--- src/rtl/ram_access_ctrl.sv ---
// CPU load/store front-end for the single-port word RAM. It handles sub-word lane
// extraction on loads and performs read-modify-write for byte and half stores.
module ram_access_ctrl #(
    parameter int DATA_WIDTH = 32,
    parameter int ADDR_WIDTH = 16
) (
    input  logic                  clk,
    input  logic                  rst,
    input  logic                  req_valid,
    output logic                  req_ready,
    input  logic                  req_write,
    input  logic [1:0]            req_size,
    input  logic                  req_unsigned,
    input  logic [31:0]           req_addr,
    input  logic [DATA_WIDTH-1:0] req_wdata,
    output logic                  resp_valid,
    output logic [DATA_WIDTH-1:0] resp_rdata,
    output logic                  resp_error,
    output logic [ADDR_WIDTH-1:0] mem_address,
    output logic [DATA_WIDTH-1:0] mem_data_in,
    output logic                  mem_write,
    output logic                  mem_read,
    input  logic [DATA_WIDTH-1:0] mem_data_out
);

    // state    | meaning
    // IDLE     | waiting for a request; only state with req_ready
    // RD_ISSUE | mem_read strobe high
    // RD_WAIT  | RAM data arriving; extract (load) or merge (sub-word store)
    // WR_ISSUE | mem_write strobe high
    // RESP     | one-cycle response pulse
    typedef enum logic [2:0] {IDLE, RD_ISSUE, RD_WAIT, WR_ISSUE, RESP} state_t;

    state_t r_state;
    state_t w_state_next;

    logic [1:0]            r_lane;
    logic [1:0]            r_size;
    logic                  r_write;
    logic                  r_unsigned;
    logic [15:0]           r_wdata;
    logic                  w_accept;
    logic                  w_err;
    logic [7:0]            w_byte;
    logic [15:0]           w_half;
    logic [DATA_WIDTH-1:0] w_load_val;
    logic [DATA_WIDTH-1:0] w_merged;

    assign req_ready = (r_state == IDLE) && !rst;
    assign w_accept  = req_valid && req_ready;

    always_comb begin
        w_err = (req_size == 2'b11)
             || ((req_size == 2'b01) && req_addr[0])
             || ((req_size == 2'b10) && (req_addr[1:0] != 2'b00));
    end

    always_ff @(posedge clk) begin
        if (rst) r_state <= IDLE;
        else     r_state <= w_state_next;
    end

    always_comb begin
        w_state_next = r_state;
        case (r_state)
            IDLE: begin
                if (w_accept) begin
                    if (w_err)                                 w_state_next = RESP;
                    else if (req_write && req_size == 2'b10)   w_state_next = WR_ISSUE;
                    else                                       w_state_next = RD_ISSUE;
                end
            end
            RD_ISSUE: w_state_next = RD_WAIT;
            RD_WAIT:  w_state_next = r_write ? WR_ISSUE : RESP;
            WR_ISSUE: w_state_next = RESP;
            RESP:     w_state_next = IDLE;
            default:  w_state_next = IDLE;
        endcase
    end

    always_comb begin
        w_byte     = mem_data_out[{r_lane, 3'b000} +: 8];
        w_half     = mem_data_out[{r_lane[1], 4'b0000} +: 16];
        w_load_val = mem_data_out;
        case (r_size)
            2'b00:   w_load_val = r_unsigned ? {24'd0, w_byte} : {{24{w_byte[7]}}, w_byte};
            2'b01:   w_load_val = r_unsigned ? {16'd0, w_half} : {{16{w_half[15]}}, w_half};
            default: w_load_val = mem_data_out;
        endcase
        w_merged = mem_data_out;
        if (r_size == 2'b00) w_merged[{r_lane, 3'b000} +: 8]     = r_wdata[7:0];
        else                 w_merged[{r_lane[1], 4'b0000} +: 16] = r_wdata;
    end

    // Strobes are registered copies of the state being entered, so each is a single
    // cycle per state visit and read/write can never overlap.
    always_ff @(posedge clk) begin
        if (rst) begin
            resp_valid  <= 1'b0;
            resp_rdata  <= '0;
            resp_error  <= 1'b0;
            mem_address <= '0;
            mem_data_in <= '0;
            mem_write   <= 1'b0;
            mem_read    <= 1'b0;
            r_lane      <= '0;
            r_size      <= '0;
            r_write     <= 1'b0;
            r_unsigned  <= 1'b0;
            r_wdata     <= '0;
        end else begin
            mem_read   <= (w_state_next == RD_ISSUE);
            mem_write  <= (w_state_next == WR_ISSUE);
            resp_valid <= (w_state_next == RESP);
            case (r_state)
                IDLE: begin
                    if (w_accept) begin
                        r_lane      <= req_addr[1:0];
                        r_size      <= req_size;
                        r_write     <= req_write;
                        r_unsigned  <= req_unsigned;
                        r_wdata     <= req_wdata[15:0];
                        mem_address <= req_addr[ADDR_WIDTH+1:2];
                        resp_rdata  <= '0;
                        resp_error  <= w_err;
                        if (req_write && req_size == 2'b10) mem_data_in <= req_wdata;
                    end
                end
                RD_WAIT: begin
                    if (r_write) mem_data_in <= w_merged;
                    else         resp_rdata  <= w_load_val;
                end
                RESP:    resp_error <= 1'b0;
                default: ;
            endcase
        end
    end

endmodule

--- config.mk ---
export PLATFORM = sky130hd
export DESIGN_NAME = ram_access_ctrl
export DESIGN_NICKNAME = d
export VERILOG_FILES = /design/src/rtl/ram_access_ctrl.sv
export SDC_FILE = /design/constraint.sdc
export NUM_CORES = 1
export LEC_CHECK = 0
export CAP_MARGIN = 25
export CORE_ASPECT_RATIO = 0.8
export CORE_MARGIN = 3
export CORE_UTILIZATION = 46
export DETAILED_ROUTE_END_ITERATION = 10
export PLACE_DENSITY = 0.81
export SLEW_MARGIN = 10
export SYNTH_ARGS = -nofsm -noshare
export SYNTH_HDL_FRONTEND = slang
export SYNTH_SLANG_ARGS = --single-unit
export TNS_END_PERCENT = 50
--- constraint.sdc ---
create_clock -name clk -period 2.5 [get_ports clk]
set_input_delay 0.25 -clock clk [delete_from_list [all_inputs] [get_ports clk]]
set_output_delay 0.25 -clock clk [all_outputs]
set_load 0.05 [all_outputs]
Word-level counts from Yosys, hierarchy flattened

Cells that the tools add are included.

Bits in registers: 109
Input bits: 103
Output and inout bits: 85

Add/sub/neg operators: 2
Equal/unequal tests: 15
Shifts and indexed selects: 6
Muxes and demuxes: 20
Reduce and logical (&&, ||, !) cells: 17

Operators with widths:

| cell                                                  | count |
|---|---|
| 2-to-1 mux 32 bit                                     | 8 |
| one-hot mux 32 bit (2 select lines)                   | 3 |
| bitwise mux 32 bit                                    | 2 |
| variable shift 16 x 7 -> 32 bit, first input constant | 1 |
| variable shift 8 x 7 -> 32 bit, first input constant  | 1 |
| variable part select 16 x 7 -> 32 bit                 | 1 |
| variable part select 32 x 6 -> 16 bit                 | 1 |
| variable part select 32 x 6 -> 8 bit                  | 1 |
| variable part select 8 x 7 -> 32 bit                  | 1 |
| negation 5 -> 7 bit                                   | 2 |
| one-hot mux 3 bit (4 select lines)                    | 1 |
| equality test 3 x 2 -> 1 bit, second input constant   | 3 |
| 2-to-1 mux 3 bit                                      | 3 |
| equality test 3 x 1 -> 1 bit, second input constant   | 2 |
| equality test 3 bit, second input constant            | 2 |
| inequality test 2 bit, second input constant          | 3 |
| nonzero test 2 bit                                    | 3 |
| logical AND 1 bit                                     | 5 |
| equality test 2 x 1 -> 1 bit, second input constant   | 2 |
| equality test 2 bit, second input constant            | 2 |
| AND reduction 2 bit                                   | 2 |
| AND reduction 4 bit                                   | 1 |
| logical NOT 3 bit                                     | 1 |
| AND reduction 3 bit                                   | 1 |
| other kinds (7)                                       | 8 |

Longest topological paths before layout

Gate-level depths: netlist (run 1).

Word-level depth: 8
Depth in mapped cells: 8

Worst setup path after synthesis (run 1)

OpenSTA, ideal clock, no wires.

Kind: reg2reg
Start point: register r_state[1]
End point: register mem_write
Setup time: 0.059 ns
Arrival: 2.102 ns
Slack: 0.339 ns
Stages on the path, launching flop included: 7
Period minus slack after synthesis: 2.161 ns
Cells stage by stage: dfxtp_1 buf_6 nor4_4 nand2_2 or4_1 a31oi_2 and2_1

Cells in the longest elaborated chain, start to end: 6

Ends and longest elaborated chain:

| element                            | line | text |
|---|---|---|
| start: declaration                 | 34   | `state_t r_state;` |
| start signal: assignment           | 60   | `else r_state <= w_state_next;` |
| logical NOT 3 bit                  | 49   | `assign req_ready = (r_state == IDLE) && !rst;` |
| logical AND 1 bit                  | 49   |  |
| via req_ready                      | 10   | `output logic req_ready,` |
| logical AND 1 bit                  | 50   | `assign w_accept = req_valid && req_ready;` |
| 2-to-1 mux 3 bit                   | 67   | `if (w_accept) begin` |
| one-hot mux 3 bit (4 select lines) | 65   | `case (r_state)` |
| equality test 3 x 2 -> 1 bit       | 113  | `mem_write <= (w_state_next == WR_ISSUE);` |
| end signal: assignment             | 113  |  |
| end: declaration                   | 21   | `output logic mem_write,` |

The timed path passes the listed nets, and every way through them passes these cells.
A chain may end at the register's enable or synchronous reset.

Worst setup path after layout (run 1)

Start point: register r_lane[1]
End point: register mem_data_in[23]

Cells in the longest elaborated chain, start to end: 6

Ends and longest elaborated chain:

| element                                                       | line   | text |
|---|---|---|
| start: declaration                                            | 37     | `logic [1:0] r_lane;` |
| start signal: assignment                                      | 118    | `r_lane <= req_addr[1:0];` |
| negation 5 -> 7 bit (on tied branches)                        | 92, 91 |  |
| variable part select 16 x 7 -> 32 bit (tied with other cells) | 92     | `else w_merged[{r_lane[1], 4'b0000} +: 16] = r_wdata;` |
| bitwise mux 32 bit (on tied branches)                         | 92, 91 |  |
| 2-to-1 mux 32 bit *                                           | 91     | `if (r_size == 2'b00) w_merged[{r_lane, 3'b000} +: 8] = r_wdata[7:0];` |
| 2-to-1 mux 32 bit *                                           | 130    | `if (r_write) mem_data_in <= w_merged;` |
| one-hot mux 32 bit (2 select lines) *                         | 115    | `case (r_state)` |
| end signal: assignment                                        | 126    | `if (req_write && req_size == 2'b10) mem_data_in <= req_wdata;` |
| end signal: assignment                                        | 130    |  |
| end: declaration                                              | 20     | `output logic [DATA_WIDTH-1:0] mem_data_in,` |

Mark *: on every way between the ends. The rest lies on a longest branch, timed or not. The select of a mux whose other input is x is not followed.

==> flow_metrics.py, run 1 <==
metrics = {
    "logic_synthesis": {
        "ys_warn_count": 0,
        "synth_ff_type": "dfxtp_1",
        "syn_nets": 743,
        "ys_types": 47,
        "synth_top_area_share_pct": 39.91,
        "synthTopCellsByArea": "dfxtp_1 40%, a21oi_1 6.9%, nand2_1 6.9%",
        "synth_area_mm2": 0.005468,
        "synthArstFlopShare_pct": 0,
        "yosys.area.top_type": "dfxtp_1",
        "synthCells": 635,
        "ys_seq_area_share_pct": 39.91,
        "synth_seq_cells": 109,
        "synth.avg_cell_area_um2": 8.611,
        "synth_edf_count": 0,
    },
    "critical_path": {
        "cp.required_ns": 2.77,
        "crit_arrival_ns": 2.59,
        "reg2reg_slack_ns": 0.19,
        "r2r_cells": 8,
        "rr_endpoint": "mem_data_in[23]",
        "end_kind": "flip-flop",
        "r2r-start": "r_lane[1]",
        "critPathLaunchType": "flip-flop",
        "worstSetupPathType": "flip-flop to flip-flop",
        "critPathMaxFanout": 21,
    },
    "min_path": {
        "whs_endpoint": "mem_address[12]",
        "hold_path.class": "primary input to flip-flop",
        "hold_depth": 3,
        "hp-start": "req_addr[14]",
    },
    "clock_network": {
        "clockRootBuffer": "clkbuf_16",
        "clockBufferDepth": 2,
        "cts_tree": "done",
        "htree_levels": 3,
        "path_clk_slew_ns": 0.07,
        "numCtsBuffers": 9,
        "cts_sinks": 109,
        "clkLatencyLatePin_ns": 0.36,
    },
    "sta": {
        "finalMaxSlewViolations": 0,
        "setup-violations-final": 0,
        "slew_headroom_pct": 40.77,
        "clock_skew_ns": 0.007495,
        "max_freq_mhz": 432.4,
        "finalSetupTns_ns": 0,
        "rsz0062_at_grt": "no",
        "tightest_slew_ns": 0.8885,
        "hold_viol_final": 0,
        "fin_crit_ns": 2.313,
        "fin_crit_sh_pct": 92.51,
    },
    "global_routing": {
        "antenna_found_initial": 1,
        "grtUsageTotal_pct": 28.28,
        "grt_pass1_vias": 5457,
        "grt_max_degree": 85,
        "overflow": 0,
        "grt_pass1_wl_mm": 29.93,
    },
    "cells_and_area": {
        "fin_cells": 933,
        "layout-area-overhead-vs-synth_pct": 40.02,
        "fin_area_mm2": 0.007656,
        "fillers": 908,
        "n_antenna_cell": 0,
        "utilization_pct": 68.17,
        "layout.nets": 892,
        "drive_gt1_share_pct": 7.351,
    },
    "power": {
        "power_frac_seq_pct": 43.0,
        "switching_share_pct": 29.77,
        "power_density_mw_per_mm2": 565.2,
        "finalPower_mw": 4.327,
        "internal-power_mw": 3.039,
        "p_clk_share_pct": 34.8,
        "vdd_drop_max_v": 0.0004437,
        "leakagePower_nw": 2.672,
        "p_comb_share_pct": 22.2,
        "switchingPower_mw": 1.288,
    },
    "drt": {
        "via_count": 5805,
        "drt_iter0_markers": 609,
        "post_drt_wl_per_cell_um": 20.83,
        "first_pass_iters": 7,
        "drt-total-wl_mm": 19.44,
        "antenna_left": 0,
        "drc": 0,
        "vias_per_cell": 6.222,
    },
    "die": {
        "die_h_um": 103.5,
        "core_region_area_mm2": 0.01123,
        "die_w_um": 127.9,
        "die_area_mm2": 0.01324,
        "num_rows": 34,
        "io_pins": 188,
        "initial_utilization_pct": 48.69,
    },
    "place": {
        "placed_cells_incl_taps": 916,
        "hpwl_mm": 13.93,
        "io_buffers": 173,
        "gp_congestion": 0.9129,
        "dpl_cell_area_mm2": 0.007331,
    },
    "job": {
        "drv_cap": 0,
    },
    "run_status": {
        "run_status": "complete, no violations",
    },
}
[cell usage in the layout (no fill, tap or decap), types with 2 or more instances in the layout]
cell type and n:
a21oi_1 75, a221o_1 33, a221oi_1 32, a222oi_1 7, a22o_1 19, a2bb2oi_1 7
a311oi_1 2, a32o_1 8, and2_1 2, buf_12 4, buf_4 13, clkbuf_16 9
clkbuf_8 2, clkdlybuf4s50_1 172, clkinv_1 2, dfxtp_1 108, ha_1 5, inv_1 5
mux2_2 8, mux2i_1 33, nand2_1 99, nand2_2 2, nand2b_1 28, nor2_1 44
nor2b_1 2, nor3_1 36, nor3b_2 2, nor4_4 2, o21ai_0 3
[worst max-delay path by stage]
stage / from / endpoint / slack [ns]
3_5_place_dp: r_lane[1] / mem_data_in[19] / 0.06
4_1_cts: r_lane[1] / mem_data_in[30] / 0.03
6_report: r_lane[1] / mem_data_in[23] / 0.19
5_1_grt: r_lane[1] / mem_data_in[24] / 0.09
2_1_floorplan: r_state[1] / mem_write / 0.34
3_3_place_gp: r_lane[1] / mem_data_in[19] / 0.17
[metrics by stage]
stage	worst slack (ns)	hold slack, ns
global route	0.08682	0.4362
finish	0.1872	0.4353
detailed placement	0.06384	0.4465
CTS	0.02981	0.4333
floorplan	0.3386	0.3860
global placement	0.1733	0.4414
[per-layer routing]
layer / wire (um) / global-route usage, %
met5: 0 / 0
met4: 276 / 5.530
met3: 2273 / 8.745
met2: 8688 / 43.09
met1: 8198 / 39.67
[worst max-delay path, cell delays in order (launching register included)]
cell	delay, ns
dfxtp_2	0.34
buf_4	0.33
ha_1	0.25
nand2_1	0.06
nor3_1	0.52
clkbuf_2	0.30
a221o_1	0.17
a221oi_1	0.07
nor3_1	0.19
[synth_stat cells, types with 2 or more instances]
cell,count
clkinv_1,2
o21ai_0,3
buf_1,2
nor2b_1,2
ha_1,5
inv_1,5
a22o_1,19
a311oi_1,2
nor3b_2,2
mux2_2,8
a221oi_1,32
nand2b_1,28
mux2i_1,33
nand2_1,100
a2bb2oi_1,7
a32o_1,8
buf_2,15
clkbuf_1,34
and2_1,2
dfxtp_1,109
a21oi_1,75
a221o_1,33
nor3_1,36
nor2_1,44
a222oi_1,7
[power groups by stage]
stage | logic (mW) | registers (mW) | clock network, mW
final | 0.962 | 1.86 | 1.51
after global routing | 1.01 | 1.87 | 1.59
after CTS | 0.950 | 1.86 | 1.52
after detailed placement | 0.944 | 1.90 | 0
after global placement | 0.927 | 1.89 | 0
after floorplan | 0.409 | 2.03 | 0
[registers in the layout (all words and copies together), names as in the netlist]
signal       cells
mem_address     16
mem_write        1
resp_error       1
r_lane           2
resp_rdata      32
r_write          1
r_size           2
r_unsigned       1
r_wdata         16
resp_valid       1
mem_data_in     32
r_state          3
mem_read         1
[final cells by class]
type	count	area [um^2]	share of cell area, %
clock buffer	12	256.5	3.350
inverter	7	26.28	0.3432
clock inverter	4	55.05	0.7191
sequential	109	2183	28.52
timing repair buffer	191	1909	24.94
tap	144	180.2	2.353
multi-input combinational	466	3045	39.78
[logic make-up after synthesis]
logic type | synth area share [%]
AOI/OAI and AO/OA | 27.09
adders and majority gates | 1.144
buffers and inverters | 4.668
DFF | 39.91
muxes | 7.689
and+or+nand+nor | 19.50
[timing repair]
action,4_1_cts,5_1_grt
gates resized for setup,0,1
setup endpoints to repair,0,8
hold buffers,0,0
buffers inserted,0,0
(Power assumes the default switching activity.)
==> run 2, diff against run 1 <==
clock period = 2.3 ns   (was 2.5 ns; I/O delays follow)
==> run 2 against run 1 <==
Effect of this change:
- critical path depth down 6
- first-iteration DRC count grew 7.6%
- via count shrank 0.36%
- sequential power rose by 9%
- clock-buffer cell count unchanged
- cell area increased by 1.0%
- power up 10%
- largest power group unchanged
- highest routed layer unchanged
==> flow_metrics.py, run 2 (synthesis gave the netlist of run 1 again) <==
metrics = {
    "run_status": {
        "run_status": "complete, no violations",
    },
    "sta": {
        "tightest_slew_ns": 0.8334,
        "rsz0062_at_grt": "no",
        "finalMaxSlewViolations": 0,
        "max_freq_mhz": 451.1,
        "setup-violations-final": 0,
        "fin_crit_sh_pct": 96.39,
        "slew_headroom_pct": 44.44,
        "hold_ws_ns": 0.1982,
        "fin_crit_ns": 2.217,
        "hold_viol_final": 0,
        "clock_skew_ns": 0.008257,
    },
    "die": {
        "core_region_area_mm2": 0.01123,
        "die_area_mm2": 0.01324,
        "die_h_um": 103.5,
        "die_w_um": 127.9,
        "io_pins": 188,
        "initial_utilization_pct": 48.69,
        "num_rows": 34,
    },
    "cells_and_area": {
        "final_cell_mix": "172 x clkdlybuf4s50_1, 108 x dfxtp_1, 99 x nand2_1, 75 x a21oi_1, 44 x nor2_1",
        "n_antenna_cell": 0,
        "fin_area_mm2": 0.007735,
        "fillers": 898,
        "layout.nets": 901,
        "layout-area-overhead-vs-synth_pct": 41.46,
        "drive_gt1_share_pct": 8.281,
        "layout_commonest_cell": "clkdlybuf4s50_1",
        "fin_cells": 941,
        "top_regs": "mem_data_in: 32 flops, resp_rdata: 32 flops",
    },
    "critical_path": {
        "r2r-start": "r_lane[1]",
        "crit_arrival_ns": 1.99,
        "rr_endpoint": "resp_rdata[10]",
        "crit_cells": 2,
        "critPathTopFamily": "buffers and inverters",
        "cpMaxStageDelayCell": "clkdlybuf4s50_1",
        "slowest_delay_ns": 0.87,
        "cp_cell_sequence": "nor4_4, clkdlybuf4s50_1",
        "r2r_cells": 6,
        "critPathLaunchType": "flip-flop",
        "critPathMaxFanout": 9,
        "end_kind": "output pin",
        "worstSetupPathType": "flip-flop to output pin",
        "crit_buf_inv": 1,
        "cp.required_ns": 2.07,
        "reg2reg_slack_ns": 0.20,
    },
    "drt": {
        "drt-total-wl_mm": 19.05,
        "via_count": 5784,
        "first_pass_iters": 9,
        "drt_iter0_markers": 655,
        "drc": 0,
        "antenna_left": 0,
        "post_drt_wl_per_cell_um": 20.25,
        "vias_per_cell": 6.147,
    },
    "clock_network": {
        "cts_sinks": 109,
        "clockBufferDepth": 2,
        "path_clk_slew_ns": 0.08,
        "clockRootBuffer": "clkbuf_16",
        "numCtsBuffers": 9,
        "cts_tree": "done",
        "htree_levels": 3,
        "clkLatencyLatePin_ns": 0.35,
    },
    "global_routing": {
        "overflow": 0,
        "grtUsageTotal_pct": 27.88,
        "grt_pass1_vias": 5430,
        "grt_pass1_wl_mm": 29.84,
        "grt_max_degree": 81,
        "antenna_found_initial": 0,
        "grt_use_met3_pct": 8.025,
        "busiest_layer": "met2",
        "gr-usage-met1_pct": 40.13,
        "use_met2_pct": 41.48,
    },
    "power": {
        "power_density_mw_per_mm2": 615.8,
        "leakagePower_nw": 2.731,
        "vdd_drop_max_v": 0.0003927,
        "finalPower_mw": 4.763,
    },
    "place": {
        "gp_congestion": 0.9184,
        "io_buffers": 173,
        "placed_cells_incl_taps": 926,
        "dpl_cell_area_mm2": 0.007406,
        "hpwl_mm": 13.80,
    },
    "min_path": {
        "whs_endpoint": "mem_data_in[9]",
        "hold_path.class": "primary input to flip-flop",
        "hp-start": "rst",
        "hold_depth": 2,
    },
    "job": {
        "drv_cap": 0,
    },
}
## run 2: cell type report
class                   instances  area (um^2)  share of cell area [%]
clock buffers                  12        246.5                   3.187
clock inverters                 3        68.82                  0.8897
inverters                       7        26.28                  0.3397
multi-input cells             466         3050                   39.44
flip-flops and latches        109         2183                   28.23
well taps                     144        180.2                   2.329
repair buffers                200         1979                   25.59
## run 2: how the worst max path moves through the flow
| stage | startpoint | endpoint |
|---|---|---|
| after detailed placement | r_lane[0] | mem_data_in[18] |
| after floorplan | r_state[1] | mem_write |
| after global routing | r_state[1] | req_ready |
| after global placement | r_lane[0] | mem_data_in[22] |
| final | r_state[1] | req_ready |
| after CTS | r_state[1] | req_ready |
## run 2: metrics by stage
step	setup TNS [ns]	worst slack (ns)	utilization, %
floorplan	0	0.1386	-
global placement	0	0.07966	65.94
detailed placement	-0.03611	-0.01885	65.94
CTS	0	0.08437	68.79
global route	0	0.02186	68.87
finish	0	0.08302	68.87
## run 2: repair_timing
| item | 4_1_cts | 5_1_grt |
|---|---|---|
| hold buffers | 0 | 0 |
| endpoints found under the hold margin | 0 | 0 |
| gates resized for setup | 1 | 1 |
| setup endpoints to repair | 8 | 8 |
| setup buffers | 0 | 0 |
## run 2: per-layer routing
metal	share of wire, %	wire (um)	vias to the layer above
met5	0	0	-
met4	1.6	297	0
met3	13	2476	28
met2	44	8339	352
met1	42	7937	2738
li1	-	-	2666
## run 2: report_power, final
| part | switching, mW | internal [mW] | total (mW) |
|---|---|---|---|
| sequential | 0.0626 | 1.96 | 2.02 |
| combinational | 0.614 | 0.450 | 1.06 |
| clock | 0.695 | 0.984 | 1.68 |
